[config.mk]
export PLATFORM = sky130hd
export DESIGN_NAME = wddl_logic_stage
export DESIGN_NICKNAME = d
export VERILOG_FILES = /design/src/rtl/wddl_pkg.sv /design/src/rtl/wddl_bit_cell.sv /design/src/rtl/wddl_logic_stage.sv
export SDC_FILE = /design/constraint.sdc
export NUM_CORES = 1
export LEC_CHECK = 0
export BUFFER_PORTS_ARGS = -buffer_cell sky130_fd_sc_hd__buf_2
export CELL_PAD_IN_SITES_DETAIL_PLACEMENT = 1
export CELL_PAD_IN_SITES_GLOBAL_PLACEMENT = 1
export CORE_MARGIN = 2
export CORE_UTILIZATION = 41
export CTS_BUF_LIST = sky130_fd_sc_hd__clkbuf_8
export DETAILED_ROUTE_END_ITERATION = 16
export PLACE_DENSITY = 0.83
export RECOVER_POWER = 100
export SYNTH_ARGS = -nofsm -noshare
export SYNTH_HDL_FRONTEND = slang
export SYNTH_HIERARCHICAL = 1
export SYNTH_SLANG_ARGS = --single-unit
[constraint.sdc]
create_clock -name clk -period 1.36 [get_ports clk]
set_input_delay 0 -clock clk [delete_from_list [all_inputs] [get_ports clk]]
set_output_delay 0 -clock clk [all_outputs]
set_load 0.01 [all_outputs]
[src/rtl/wddl_pkg.sv]
// wddl_pkg: shared definitions for the dual-rail (WDDL) logic stage.
//   op_sel encodings, FSM state enumeration, precharge counter width.
//   Latency/backpressure: n/a (definitions only).
package wddl_pkg;

  typedef enum logic [1:0] {
    OP_AND  = 2'b00,
    OP_OR   = 2'b01,
    OP_XOR  = 2'b10,
    OP_XNOR = 2'b11
  } op_e;

  typedef enum logic [1:0] {
    ST_PRE  = 2'b00,
    ST_WAIT = 2'b01,
    ST_EVAL = 2'b10
  } state_e;

  // Precharge counter width; holds PRE_CYCLES up to 15.
  localparam int PRE_CNT_W = 4;

endpackage

[src/rtl/wddl_bit_cell.sv]
// wddl_bit_cell: one bit of dual-rail AND/OR/XOR/XNOR with codeword check.
//   Latency: combinational. Backpressure: none.
//   Ports: op_sel (operation), a_t/a_f/b_t/b_f (operand rails),
//          o_t/o_f (result rails, 00 when invalid), invalid (non-codeword seen).
module wddl_bit_cell
  import wddl_pkg::*;
(
  input  logic [1:0] op_sel,
  input  logic       a_t,
  input  logic       a_f,
  input  logic       b_t,
  input  logic       b_f,
  output logic       o_t,
  output logic       o_f,
  output logic       invalid
);

  logic t_raw;
  logic f_raw;

  // A rail pair is a codeword only when exactly one rail is high.
  assign invalid = (a_t ~^ a_f) | (b_t ~^ b_f);

  always_comb begin
    t_raw = 1'b0;
    f_raw = 1'b0;
    case (op_e'(op_sel))
      OP_AND: begin
        t_raw = a_t & b_t;
        f_raw = a_f | b_f;
      end
      OP_OR: begin
        t_raw = a_t | b_t;
        f_raw = a_f & b_f;
      end
      OP_XOR: begin
        t_raw = (a_t & b_f) | (a_f & b_t);
        f_raw = (a_t & b_t) | (a_f & b_f);
      end
      OP_XNOR: begin
        t_raw = (a_t & b_t) | (a_f & b_f);
        f_raw = (a_t & b_f) | (a_f & b_t);
      end
      default: begin
        t_raw = 1'b0;
        f_raw = 1'b0;
      end
    endcase
  end

  // Invalid inputs collapse to the precharge value so no 11 can escape.
  assign o_t = t_raw & ~invalid;
  assign o_f = f_raw & ~invalid;

endmodule

[src/rtl/wddl_logic_stage.sv]
// wddl_logic_stage: registered dual-rail logic stage with precharge/evaluate phasing.
//   Latency: 1 cycle from acceptance to out_valid; results then held until out_ready,
//   followed by PRE_CYCLES precharge cycles (peak one result per PRE_CYCLES+2 cycles).
//   Ports: clk, rst (sync, active-high); in_valid/in_ready + op_sel, a_t/a_f/b_t/b_f
//   operand handshake; out_valid/out_ready + o_t/o_f result handshake; code_err flag.
module wddl_logic_stage
  import wddl_pkg::*;
#(
  parameter int WIDTH      = 8,
  parameter int PRE_CYCLES = 1
) (
  input  logic             clk,
  input  logic             rst,
  input  logic             in_valid,
  output logic             in_ready,
  input  logic [1:0]       op_sel,
  input  logic [WIDTH-1:0] a_t,
  input  logic [WIDTH-1:0] a_f,
  input  logic [WIDTH-1:0] b_t,
  input  logic [WIDTH-1:0] b_f,
  output logic             out_valid,
  input  logic             out_ready,
  output logic [WIDTH-1:0] o_t,
  output logic [WIDTH-1:0] o_f,
  output logic             code_err
);

  localparam logic [PRE_CNT_W-1:0] PRE_LOAD = PRE_CNT_W'(PRE_CYCLES);
  localparam logic [PRE_CNT_W-1:0] CNT_ONE  = PRE_CNT_W'(1);

  state_e               state;
  state_e               state_nxt;
  logic [PRE_CNT_W-1:0] cnt;
  logic [WIDTH-1:0]     cell_t;
  logic [WIDTH-1:0]     cell_f;
  logic [WIDTH-1:0]     cell_inv;

  for (genvar i = 0; i < WIDTH; i++) begin : g_cell
    wddl_bit_cell u_cell (
      .op_sel  (op_sel),
      .a_t     (a_t[i]),
      .a_f     (a_f[i]),
      .b_t     (b_t[i]),
      .b_f     (b_f[i]),
      .o_t     (cell_t[i]),
      .o_f     (cell_f[i]),
      .invalid (cell_inv[i])
    );
  end

  // Handshake outputs come from the registered state only.
  always_comb begin
    state_nxt = state;
    in_ready  = 1'b0;
    out_valid = 1'b0;
    case (state)
      ST_PRE: begin
        if (cnt == CNT_ONE) state_nxt = ST_WAIT;
      end
      ST_WAIT: begin
        in_ready = 1'b1;
        if (in_valid) state_nxt = ST_EVAL;
      end
      ST_EVAL: begin
        out_valid = 1'b1;
        if (out_ready) state_nxt = ST_PRE;
      end
      default: state_nxt = ST_PRE;
    endcase
  end

  always_ff @(posedge clk) begin
    if (rst) begin
      state    <= ST_PRE;
      cnt      <= PRE_LOAD;
      o_t      <= '0;
      o_f      <= '0;
      code_err <= 1'b0;
    end else begin
      state <= state_nxt;
      case (state)
        ST_PRE: begin
          cnt <= cnt - CNT_ONE;
        end
        ST_WAIT: begin
          if (in_valid) begin
            o_t      <= cell_t;
            o_f      <= cell_f;
            code_err <= |cell_inv;
          end
        end
        ST_EVAL: begin
          // Leaving EVAL drops straight to the all-zero precharge spacer.
          if (out_ready) begin
            cnt      <= PRE_LOAD;
            o_t      <= '0;
            o_f      <= '0;
            code_err <= 1'b0;
          end
        end
        default: begin
          cnt <= PRE_LOAD;
        end
      endcase
    end
  end

endmodule

; Word-level counts from Yosys, hierarchy flattened
; Index checks and enable logic that the tools add are counted.
[totals]
elab_cells = 167
out_inout_bits = 19
ff_bits = 23
[op_classes]
eq_ne = 9
reduce_logical = 7
muxes = 32
bitwise_logic = 113
n_addsub = 1
[ops]
columns = op, count
row1 = 1-bit one-hot mux with 4 select lines, 16
row2 = 1-bit AND, 48
row3 = 1-bit OR, 40
row4 = 8-bit one-hot mux with 2 select lines, 2
row5 = 8-bit two-way mux, 3
row6 = 1-bit bitwise XNOR, 16
row7 = 4-bit one-hot mux with 3 select lines, 1
row8 = 1-bit NOT, 9
row9 = 8-bit OR reduction, 1
row10 = "2-bit equality test, second input constant", 3
row11 = 2-bit two-way mux, 3
row12 = "2-bit != test, second input constant", 3
row13 = 2-bit one-hot mux with 3 select lines, 1
row14 = 3-bit AND reduction, 2
row15 = "2-bit by 1-bit equality test with 1-bit output, second input constant", 2
row16 = "4-bit by 1-bit equality test with 1-bit output, second input constant", 1
row17 = 2-bit zero test, 2
row18 = 1-bit two-way mux, 4
row19 = 4-bit two-way mux, 1
row20 = "4-bit by 1-bit subtractor with 4-bit output, second input constant", 1
row21 = 1-bit one-hot mux with 2 select lines, 1
row22 = 2-bit AND reduction, 1
row23 = 2-bit nonzero test, 1

; Logic depth before layout (Yosys ltp)
; Gate-level depths: netlist of run 1.
[depth]
depth_word = 6
depth_mapped = 6
mapped_depth_nobuf = 5

; Modules after synthesis
; The synthesis of run 1 kept the hierarchy.
[by_module_without_submodules]
columns = module, n_inst, area_each_um2, seq_area_each_um2, cells_each
row1 = wddl_bit_cell, 8, 148.9, 0.0, 16
row2 = wddl_logic_stage, 1, 1039.7, 460.4, 124

; Worst setup path before layout of run 1
; OpenSTA, ideal clock, no wires.
[synth_path]
kind = input port to flip-flop
from = input port b_f[5]
to = register code_err
setup_time_ns = 0.135
setup_slack_ns = 0.213
t_arrival_ns = 1.012
cell_stages = 5
path_cell_list = and2b_4 > o22ai_1 > or4_1 > o21ai_1 > a21oi_1
[synth_between]
elab_chain_cells = 5
[synth_lines]
columns = item, line
row1 = "start, declared", wddl_logic_stage.sv:20  ; input logic [WIDTH-1:0] b_f,
row2 = 1-bit bitwise XNOR, wddl_bit_cell.sv:22  ; assign invalid = (a_t ~^ a_f) | (b_t ~^ b_f);
row3 = 1-bit OR, wddl_bit_cell.sv:22
row4 = named net cell_inv[5], wddl_logic_stage.sv:36  ; logic [WIDTH-1:0] cell_inv;
row5 = 8-bit OR reduction, wddl_logic_stage.sv:89  ; code_err <= |cell_inv;
row6 = 1-bit two-way mux, wddl_logic_stage.sv:86  ; if (in_valid) begin
row7 = 1-bit one-hot mux with 2 select lines, wddl_logic_stage.sv:81  ; case (state)
row8 = "end signal, assigned", wddl_logic_stage.sv:89
row9 = "end, declared", wddl_logic_stage.sv:25  ; output logic code_err
; The timed path passes the listed nets, and every way through them passes these cells. The select of a mux whose other input is x is not followed.
; A chain may end at the register's enable or synchronous reset.

; Worst setup path in the final report of run 1
[layout_path]
from = register state[1]
to = output port out_valid
[layout_between]
elab_chain_cells = 2
[layout_lines]
columns = item, line
row1 = "start, declared", wddl_logic_stage.sv:31  ; state_e state;
row2 = "start signal, assigned", wddl_logic_stage.sv:80  ; state <= state_nxt;
row3 = 2-bit equality test, wddl_logic_stage.sv:56  ; case (state)
row4 = 1-bit two-way mux, wddl_logic_stage.sv:56
row5 = "end, declared", wddl_logic_stage.sv:21  ; output logic out_valid,
; Every way passes these cells.

==> results of run 1 <==
-- where the power goes --
group | leakage, nW | switching [mW] | internal, mW
clock | 0.0255 | 0.228 | 0.205
combinational | 0.969 | 0.558 | 0.476
sequential | 0.187 | 0.0923 | 0.766
total | 1.18 | 0.878 | 1.45
-- registers in the layout (all words and copies together), names as in the netlist --
| signal | flops |
|---|---|
| o_f | 8 |
| o_t | 8 |
| code_err | 1 |
| cnt | 4 |
| state | 2 |
-- cells in the final DEF (no fill, tap or decap), types with 3 or more instances in the layout --
cell | netlist | layout
o221ai_2 | 8 | 8
inv_1 | 5 | 5
a32oi_1 | 8 | 8
nor2b_4 | 8 | 8
xor2_1 | 8 | 8
buf_4 | 2 | 20
o21ai_1 | 9 | 9
nand4_1 | 8 | 8
clkbuf_1 | 2 | 17
a22oi_4 | 8 | 8
and4bb_1 | 8 | 8
nor2b_2 | 8 | 9
xnor2_1 | 8 | 8
nand2_1 | 35 | 35
dfxtp_1 | 23 | 23
o22ai_1 | 8 | 8
a21oi_1 | 19 | 19
nand3_1 | 17 | 17
and2b_4 | 16 | 16
nor3_1 | 3 | 3
buf_2 | 2 | 39
nor2_1 | 3 | 3
nor2b_1 | 11 | 10
clkbuf_8 | 0 | 3
-- critical path, stage by stage, from the launching register on --
cell	delay (ps)
dfxtp_1	390
buf_4	220
nor2b_2	210
buf_2	150
-- area by class of cell --
class / instances / area (um2) / share of cell area (%)
inverters: 5 / 18.8 / 0.682
repair buffers: 79 / 454 / 16.5
multi-input cells: 215 / 1680 / 61.2
flip-flops and latches: 23 / 460 / 16.7
clock buffers: 3 / 41.3 / 1.50
clock inverters: 1 / 5.00 / 0.182
well taps: 70 / 87.6 / 3.18
-- stage by stage --
stage	instance area [um2]	util, %	worst slack (ps)	hold slack, ps
after detailed placement	2730	52.7	20.3	390
after floorplan	2230	-	213	76.8
after global placement	2730	52.7	29.2	386
after CTS	2770	53.6	74.9	107
final	2750	53.2	120	119
after global routing	2750	53.2	24.6	109
-- cell usage after synthesis (2+ instances only) --
cell,n
nand2_1,35
and4bb_1,8
dfxtp_1,23
and2b_4,16
a21oi_2,2
nand3_1,17
nand2b_1,2
or4_1,2
clkbuf_1,2
nor3_1,3
xnor2_1,8
inv_1,5
buf_4,2
a22oi_4,8
o21ai_0,2
nor2_1,3
nand4_1,8
nor2b_4,8
nor2b_1,11
buf_2,2
a21oi_1,19
nor4b_1,2
a32oi_1,8
nor2b_2,8
o221ai_2,8
xor2_1,8
ha_1,2
nand3b_2,2
o21ai_1,9
buf_6,2
o22ai_1,8
-- cell families (layout without fill, tap and decap cells) --
logic type,Yosys count,after routing,synth area share [%]
AO/OA/AOI/OAI,68,68,27.5
flip-flops,23,23,20.6
multiplexers,1,1,0.449
adder cells (fa/ha/maj),2,2,1.12
XOR/XNOR,16,16,6.28
AND/OR/NAND/NOR,128,128,40.0
buffers and inverters,14,88,3.98
-- path summary, 6_finish.rpt --
path | startpoint | to | slack [ps] | cells past startpoint
min | out_ready | state[1] | 120 | 3
max reg2reg | cnt[0] | cnt[2] | 120 | 5
max | state[1] | out_valid | 120 | 3
min reg2reg | o_t[5] | o_t[5] | 480 | 2
-- per-layer routing --
metal	routed length [um]	vias up	part of all wire [%]
met1	2650	1018	47
met4	63	0	1.1
li1	-	1098	-
met2	2770	41	49
met3	167	4	3.0
met5	0	-	0
-- what timing repair did --
action                                 in CTS  in global routing
gates resized for setup                     0                  1
setup endpoints to repair                   0                  1
setup buffers                               0                  0
endpoints found under the hold margin       0                  0
==> flow_results.xml, run 1 <==
<?xml version="1.0" encoding="UTF-8"?>
<metrics>
  <group name="final_layout">
    <metric name="final_net_count" unit="">367</metric>
    <metric name="filler_cell_count" unit="">658</metric>
    <metric name="final_layout_size_suffix_gt1_share" unit="%">36.5</metric>
    <metric name="n_antenna_cell" unit="">0</metric>
    <metric name="final_cells" unit="">396</metric>
    <metric name="synthToLayoutAreaGrowth" unit="%">23.3</metric>
  </group>
  <group name="clock_tree">
    <metric name="tritoncts_buffers" unit="">3</metric>
    <metric name="cts_stage_hold_buffer_count" unit="">0</metric>
    <metric name="cts_num_sinks" unit="">23</metric>
    <metric name="clk_root_buffer_cell" unit="">clkbuf_8</metric>
    <metric name="cts_tree" unit="">built</metric>
    <metric name="clk_pin_slew" unit="ps">80</metric>
    <metric name="h-tree-depth" unit="">1</metric>
    <metric name="worstSkewPairLatency" unit="ps">270</metric>
    <metric name="ctsLongestPathBuffers" unit="">2</metric>
  </group>
  <group name="synthesis">
    <metric name="synth-warning-count" unit="">6</metric>
    <metric name="asyncSetResetFlopFracSynth" unit="%">0</metric>
    <metric name="synthDominantCellAreaShare" unit="%">20.6</metric>
    <metric name="syn_avg_cell_area" unit="um2">8.85</metric>
    <metric name="syn_nets" unit="">292</metric>
    <metric name="synth_top_cells_by_area" unit="">dfxtp_1 (21%), a22oi_4 (7.6%), and2b_4 (7.2%)</metric>
    <metric name="post_synth_instance_area" unit="mm2">0.00223</metric>
    <metric name="synth.yosys.seq_area_share" unit="%">20.6</metric>
    <metric name="mapped_cells" unit="">252</metric>
    <metric name="edff_count_synth" unit="">0</metric>
    <metric name="synth.ff_latch_count" unit="">23</metric>
    <metric name="synthDominantAreaCellType" unit="">dfxtp_1</metric>
    <metric name="synthDistinctLibCells" unit="">40</metric>
    <metric name="postSynth.topFlopCell" unit="">dfxtp_1</metric>
  </group>
  <group name="timing">
    <metric name="drv_slew" unit="">0</metric>
    <metric name="count_of_endpoints_failing_setup_in_the_final_report" unit="">0</metric>
    <metric name="worst_slew_margin_rel" unit="%">71.2</metric>
    <metric name="timing.fmax" unit="MHz">807</metric>
    <metric name="finalHoldViolations" unit="">0</metric>
    <metric name="fin_crit_sh" unit="%">91.2</metric>
    <metric name="max_slew.worst_pin.slew" unit="ps">432</metric>
    <metric name="finalClockSkew" unit="ps">3.54</metric>
    <metric name="fin_tns_setup" unit="ps">0</metric>
    <metric name="post-route-min-period" unit="ps">1240</metric>
    <metric name="rsz_0062_raised_after_global_routing" unit="">no</metric>
  </group>
  <group name="route">
    <metric name="firstDrtPassIters" unit="">4</metric>
    <metric name="vias_after_detailed_routing" unit="">2161</metric>
    <metric name="avgRoutedWirePerCell" unit="um">14.3</metric>
    <metric name="route.detailed.vias_per_inst" unit="">5.46</metric>
    <metric name="dr.first_iter.drc_count" unit="">74</metric>
    <metric name="ant_nets" unit="">0</metric>
    <metric name="detail_route.wirelength" unit="um">5650</metric>
    <metric name="route.detailed.drc" unit="">0</metric>
  </group>
  <group name="placement">
    <metric name="globalplace.congestion" unit="">0.753</metric>
    <metric name="placement.io_buffers" unit="">56</metric>
    <metric name="placed_cells_incl_taps" unit="">392</metric>
    <metric name="dpl.hpwl" unit="um">4440</metric>
  </group>
  <group name="grt">
    <metric name="grt_usage" unit="%">18.9</metric>
    <metric name="gr-total-overflow" unit="">0</metric>
    <metric name="global_route.usage.met3" unit="%">1.51</metric>
    <metric name="grt_antenna_before_repair" unit="">0</metric>
    <metric name="globalRouteMet1Util" unit="%">25.4</metric>
    <metric name="wire_length_of_the_first_global_routing_pass" unit="um">9500</metric>
    <metric name="groute.layer.met2.usage" unit="%">32.2</metric>
    <metric name="grt_pass1_vias" unit="">2095</metric>
    <metric name="grt-busiest-layer" unit="">met2</metric>
    <metric name="maximum_number_of_pins_on_one_net_before_global_route_repair" unit="">41</metric>
  </group>
  <group name="power">
    <metric name="ir_drop" unit="mV">0.395</metric>
    <metric name="power_leakage" unit="nW">1.18</metric>
    <metric name="pwr_density_cell" unit="mW/mm2">845</metric>
    <metric name="totalPowerFinal" unit="mW">2.32</metric>
  </group>
  <group name="worst_setup_path">
    <metric name="criticalPathCategory" unit="">reg -&gt; out</metric>
    <metric name="critPathLaunchType" unit="">flip-flop</metric>
    <metric name="critical_path.endpoint_type" unit="">output port</metric>
    <metric name="timing.critical_path.arrival" unit="ps">1240</metric>
    <metric name="crit_fanout" unit="">15</metric>
    <metric name="worst_ep_required_time" unit="ps">1360</metric>
  </group>
  <group name="floorplan">
    <metric name="starting_density_of_the_core" unit="%">43.1</metric>
    <metric name="row_count" unit="">26</metric>
    <metric name="die_area" unit="mm2">0.00605</metric>
    <metric name="io-pin-count" unit="">57</metric>
    <metric name="die_height" unit="um">77.8</metric>
    <metric name="fp.coreArea" unit="mm2">0.00517</metric>
    <metric name="chipWidth" unit="um">77.8</metric>
  </group>
  <group name="status">
    <metric name="run_status" unit="">completed</metric>
  </group>
  <group name="flow_run">
    <metric name="max_cap_violations" unit="">0</metric>
  </group>
  <group name="min_path">
    <metric name="hold_path.class" unit="">in -&gt; reg</metric>
  </group>
</metrics>
(Power assumes the default switching activity.)
==> run 2, diff against run 1 <==
CORE_MARGIN = unset   (was 2)
==> run 2 against run 1 <==
Fmax decreased by 3.9%. Largest power group unchanged. First-iteration DRC count increased by 5.4%. Combinational power increased by 4%. Highest routed layer unchanged. Core utilization increased by 0.53 points. Global-route usage increased by 3.1 points. Sequential power increased by 3.5%. Clock skew about the same.
==> flow_results.xml, run 2 (synthesis gave the netlist of run 1 again) <==
<?xml version="1.0" encoding="UTF-8"?>
<metrics>
  <group name="clock_tree">
    <metric name="tritoncts_buffers" unit="">3</metric>
    <metric name="h-tree-depth" unit="">1</metric>
    <metric name="cts_num_sinks" unit="">23</metric>
    <metric name="ctsLongestPathBuffers" unit="">2</metric>
    <metric name="clk_root_buffer_cell" unit="">clkbuf_8</metric>
    <metric name="cts_stage_hold_buffer_count" unit="">0</metric>
    <metric name="worstSkewPairLatency" unit="ps">270</metric>
    <metric name="cts_tree" unit="">built</metric>
    <metric name="clk_pin_slew" unit="ps">90</metric>
    <metric name="postcts_resize_cnt" unit="">0</metric>
    <metric name="cts.repair_timing.setup_buffer_count" unit="">0</metric>
  </group>
  <group name="final_layout">
    <metric name="final_common_cell" unit="">buf_2</metric>
    <metric name="postLayoutCoreUtil" unit="%">53.7</metric>
    <metric name="layout.cells.most_common_list" unit="">buf_2 (38), nand2_1 (35), dfxtp_1 (23), buf_4 (21), a21oi_1 (19)</metric>
    <metric name="layout_top_registers" unit="">o_f (8), o_t (8), cnt (4)</metric>
    <metric name="final_layout_size_suffix_gt1_share" unit="%">36.5</metric>
    <metric name="n_antenna_cell" unit="">0</metric>
    <metric name="final_net_count" unit="">367</metric>
    <metric name="synthToLayoutAreaGrowth" unit="%">24.6</metric>
  </group>
  <group name="placement">
    <metric name="dpl.hpwl" unit="um">4670</metric>
    <metric name="placement.io_buffers" unit="">56</metric>
    <metric name="globalplace.congestion" unit="">0.765</metric>
    <metric name="detailedPlace.worstSlack" unit="ps">-35.5</metric>
  </group>
  <group name="floorplan">
    <metric name="chipWidth" unit="um">75.8</metric>
    <metric name="die_height" unit="um">75.8</metric>
    <metric name="starting_density_of_the_core" unit="%">43.1</metric>
    <metric name="fp.coreArea" unit="mm2">0.00517</metric>
    <metric name="io-pin-count" unit="">57</metric>
    <metric name="die_area" unit="mm2">0.00574</metric>
    <metric name="row_count" unit="">26</metric>
  </group>
  <group name="timing">
    <metric name="post-route-min-period" unit="ps">1290</metric>
    <metric name="worst_slew_margin_rel" unit="%">70.7</metric>
    <metric name="finalHoldViolations" unit="">0</metric>
    <metric name="fin_tns_setup" unit="ps">0</metric>
    <metric name="finalClockSkew" unit="ps">3.56</metric>
    <metric name="max_slew.worst_pin.slew" unit="ps">440</metric>
    <metric name="finalWorstSetupSlack" unit="ps">70.4</metric>
    <metric name="count_of_endpoints_failing_setup_in_the_final_report" unit="">0</metric>
    <metric name="timing.fmax" unit="MHz">775</metric>
    <metric name="rsz_0062_raised_after_global_routing" unit="">no</metric>
    <metric name="fin_crit_sh" unit="%">94.8</metric>
    <metric name="drv_slew" unit="">0</metric>
  </group>
  <group name="power">
    <metric name="ir_drop" unit="mV">0.382</metric>
    <metric name="totalPowerFinal" unit="mW">2.41</metric>
    <metric name="power_leakage" unit="nW">1.21</metric>
    <metric name="pwr_density_cell" unit="mW/mm2">867</metric>
  </group>
  <group name="worst_setup_path">
    <metric name="cp_top_family" unit="">flip-flops</metric>
    <metric name="reg2reg_depth" unit="">4</metric>
    <metric name="crit_fanout" unit="">15</metric>
    <metric name="critical_path.endpoint_type" unit="">output port</metric>
    <metric name="worst_r2r_startpoint" unit="">cnt[0]</metric>
    <metric name="worst_ep_required_time" unit="ps">1360</metric>
    <metric name="r2r_slack" unit="ps">120</metric>
    <metric name="criticalPathCategory" unit="">reg -&gt; out</metric>
    <metric name="timing.critical_path.buf_inv" unit="">2</metric>
    <metric name="critical_path.cell_chain" unit="">buf_4 &gt; nor2b_2 &gt; buf_2</metric>
    <metric name="rr_endpoint" unit="">cnt[1]</metric>
    <metric name="critPathLaunchType" unit="">flip-flop</metric>
    <metric name="crit_path_top_delay_cell" unit="">dfxtp_1</metric>
    <metric name="worst_path_largest_cell_delay" unit="ps">420</metric>
    <metric name="timing.critical_path.arrival" unit="ps">1290</metric>
  </group>
  <group name="grt">
    <metric name="grt_antenna_before_repair" unit="">0</metric>
    <metric name="maximum_number_of_pins_on_one_net_before_global_route_repair" unit="">41</metric>
    <metric name="wire_length_of_the_first_global_routing_pass" unit="um">9960</metric>
    <metric name="grt_pass1_vias" unit="">2224</metric>
    <metric name="grt_usage" unit="%">22.0</metric>
    <metric name="gr-total-overflow" unit="">0</metric>
  </group>
  <group name="route">
    <metric name="avgRoutedWirePerCell" unit="um">15.1</metric>
    <metric name="dr.first_iter.drc_count" unit="">78</metric>
    <metric name="vias_after_detailed_routing" unit="">2177</metric>
    <metric name="ant_nets" unit="">0</metric>
    <metric name="detail_route.wirelength" unit="um">5980</metric>
    <metric name="route.detailed.drc" unit="">0</metric>
    <metric name="firstDrtPassIters" unit="">4</metric>
    <metric name="route.detailed.vias_per_inst" unit="">5.50</metric>
  </group>
  <group name="flow_run">
    <metric name="max_cap_violations" unit="">0</metric>
  </group>
  <group name="min_path">
    <metric name="whs_endpoint" unit="">cnt[2]</metric>
    <metric name="worstHoldPathCells" unit="">3</metric>
    <metric name="startpoint_of_the_tightest_hold_check_path" unit="">out_ready</metric>
    <metric name="hold_path.class" unit="">in -&gt; reg</metric>
  </group>
  <group name="status">
    <metric name="run_status" unit="">completed</metric>
  </group>
</metrics>
## run 2: tightest hold or removal path, delay by kind of cell
kind | cells | cell delay [ps]
AOI/OAI and AO/OA | 1 | 60
buffers and inverters | 1 | 170
and+or+nand+nor | 1 | 130
## run 2: worst max path at each step
stage	startpoint	endpoint	slack [ps]	cells after the start
floorplan	b_f[5]	code_err	210	5
global route	state[1]	out_valid	0.08	3
finish	state[1]	out_valid	70	3
CTS	state[0]	o_f[3]	50	3
detailed placement	b_f[1]	code_err	-40	6
global placement	b_f[1]	code_err	40	6
## run 2: cell type report
type	count	area (um2)
inverters	5	18.8
clock buffers	3	41.3
repair buffers	79	455
clock inverters	1	7.51
multi-input cells	215	1710
fillers	658	2390
flip-flops and latches	23	460
well taps	70	87.6
## run 2: power breakdown
part	switching, mW	internal [mW]
logic	0.562	0.511
registers	0.122	0.766
clock network	0.241	0.207
## run 2: per-stage QoR
stage	cell area (um2)	instances	hold slack [ps]
3_5_place_dp	2730	392	389
5_1_grt	2780	396	158
6_report	2780	396	127
2_1_floorplan	2230	252	76.8
3_3_place_gp	2730	392	378
4_1_cts	2780	396	104
## run 2: routing by layer
layer / track usage, % / routed length (um) / vias to the layer above
met5: 0 / 0 / -
met4: 3.91 / 55 / 0
met3: 0.794 / 138 / 6
met2: 41.3 / 3110 / 42
met1: 28.1 / 2680 / 1036
li1: - / - / 1093
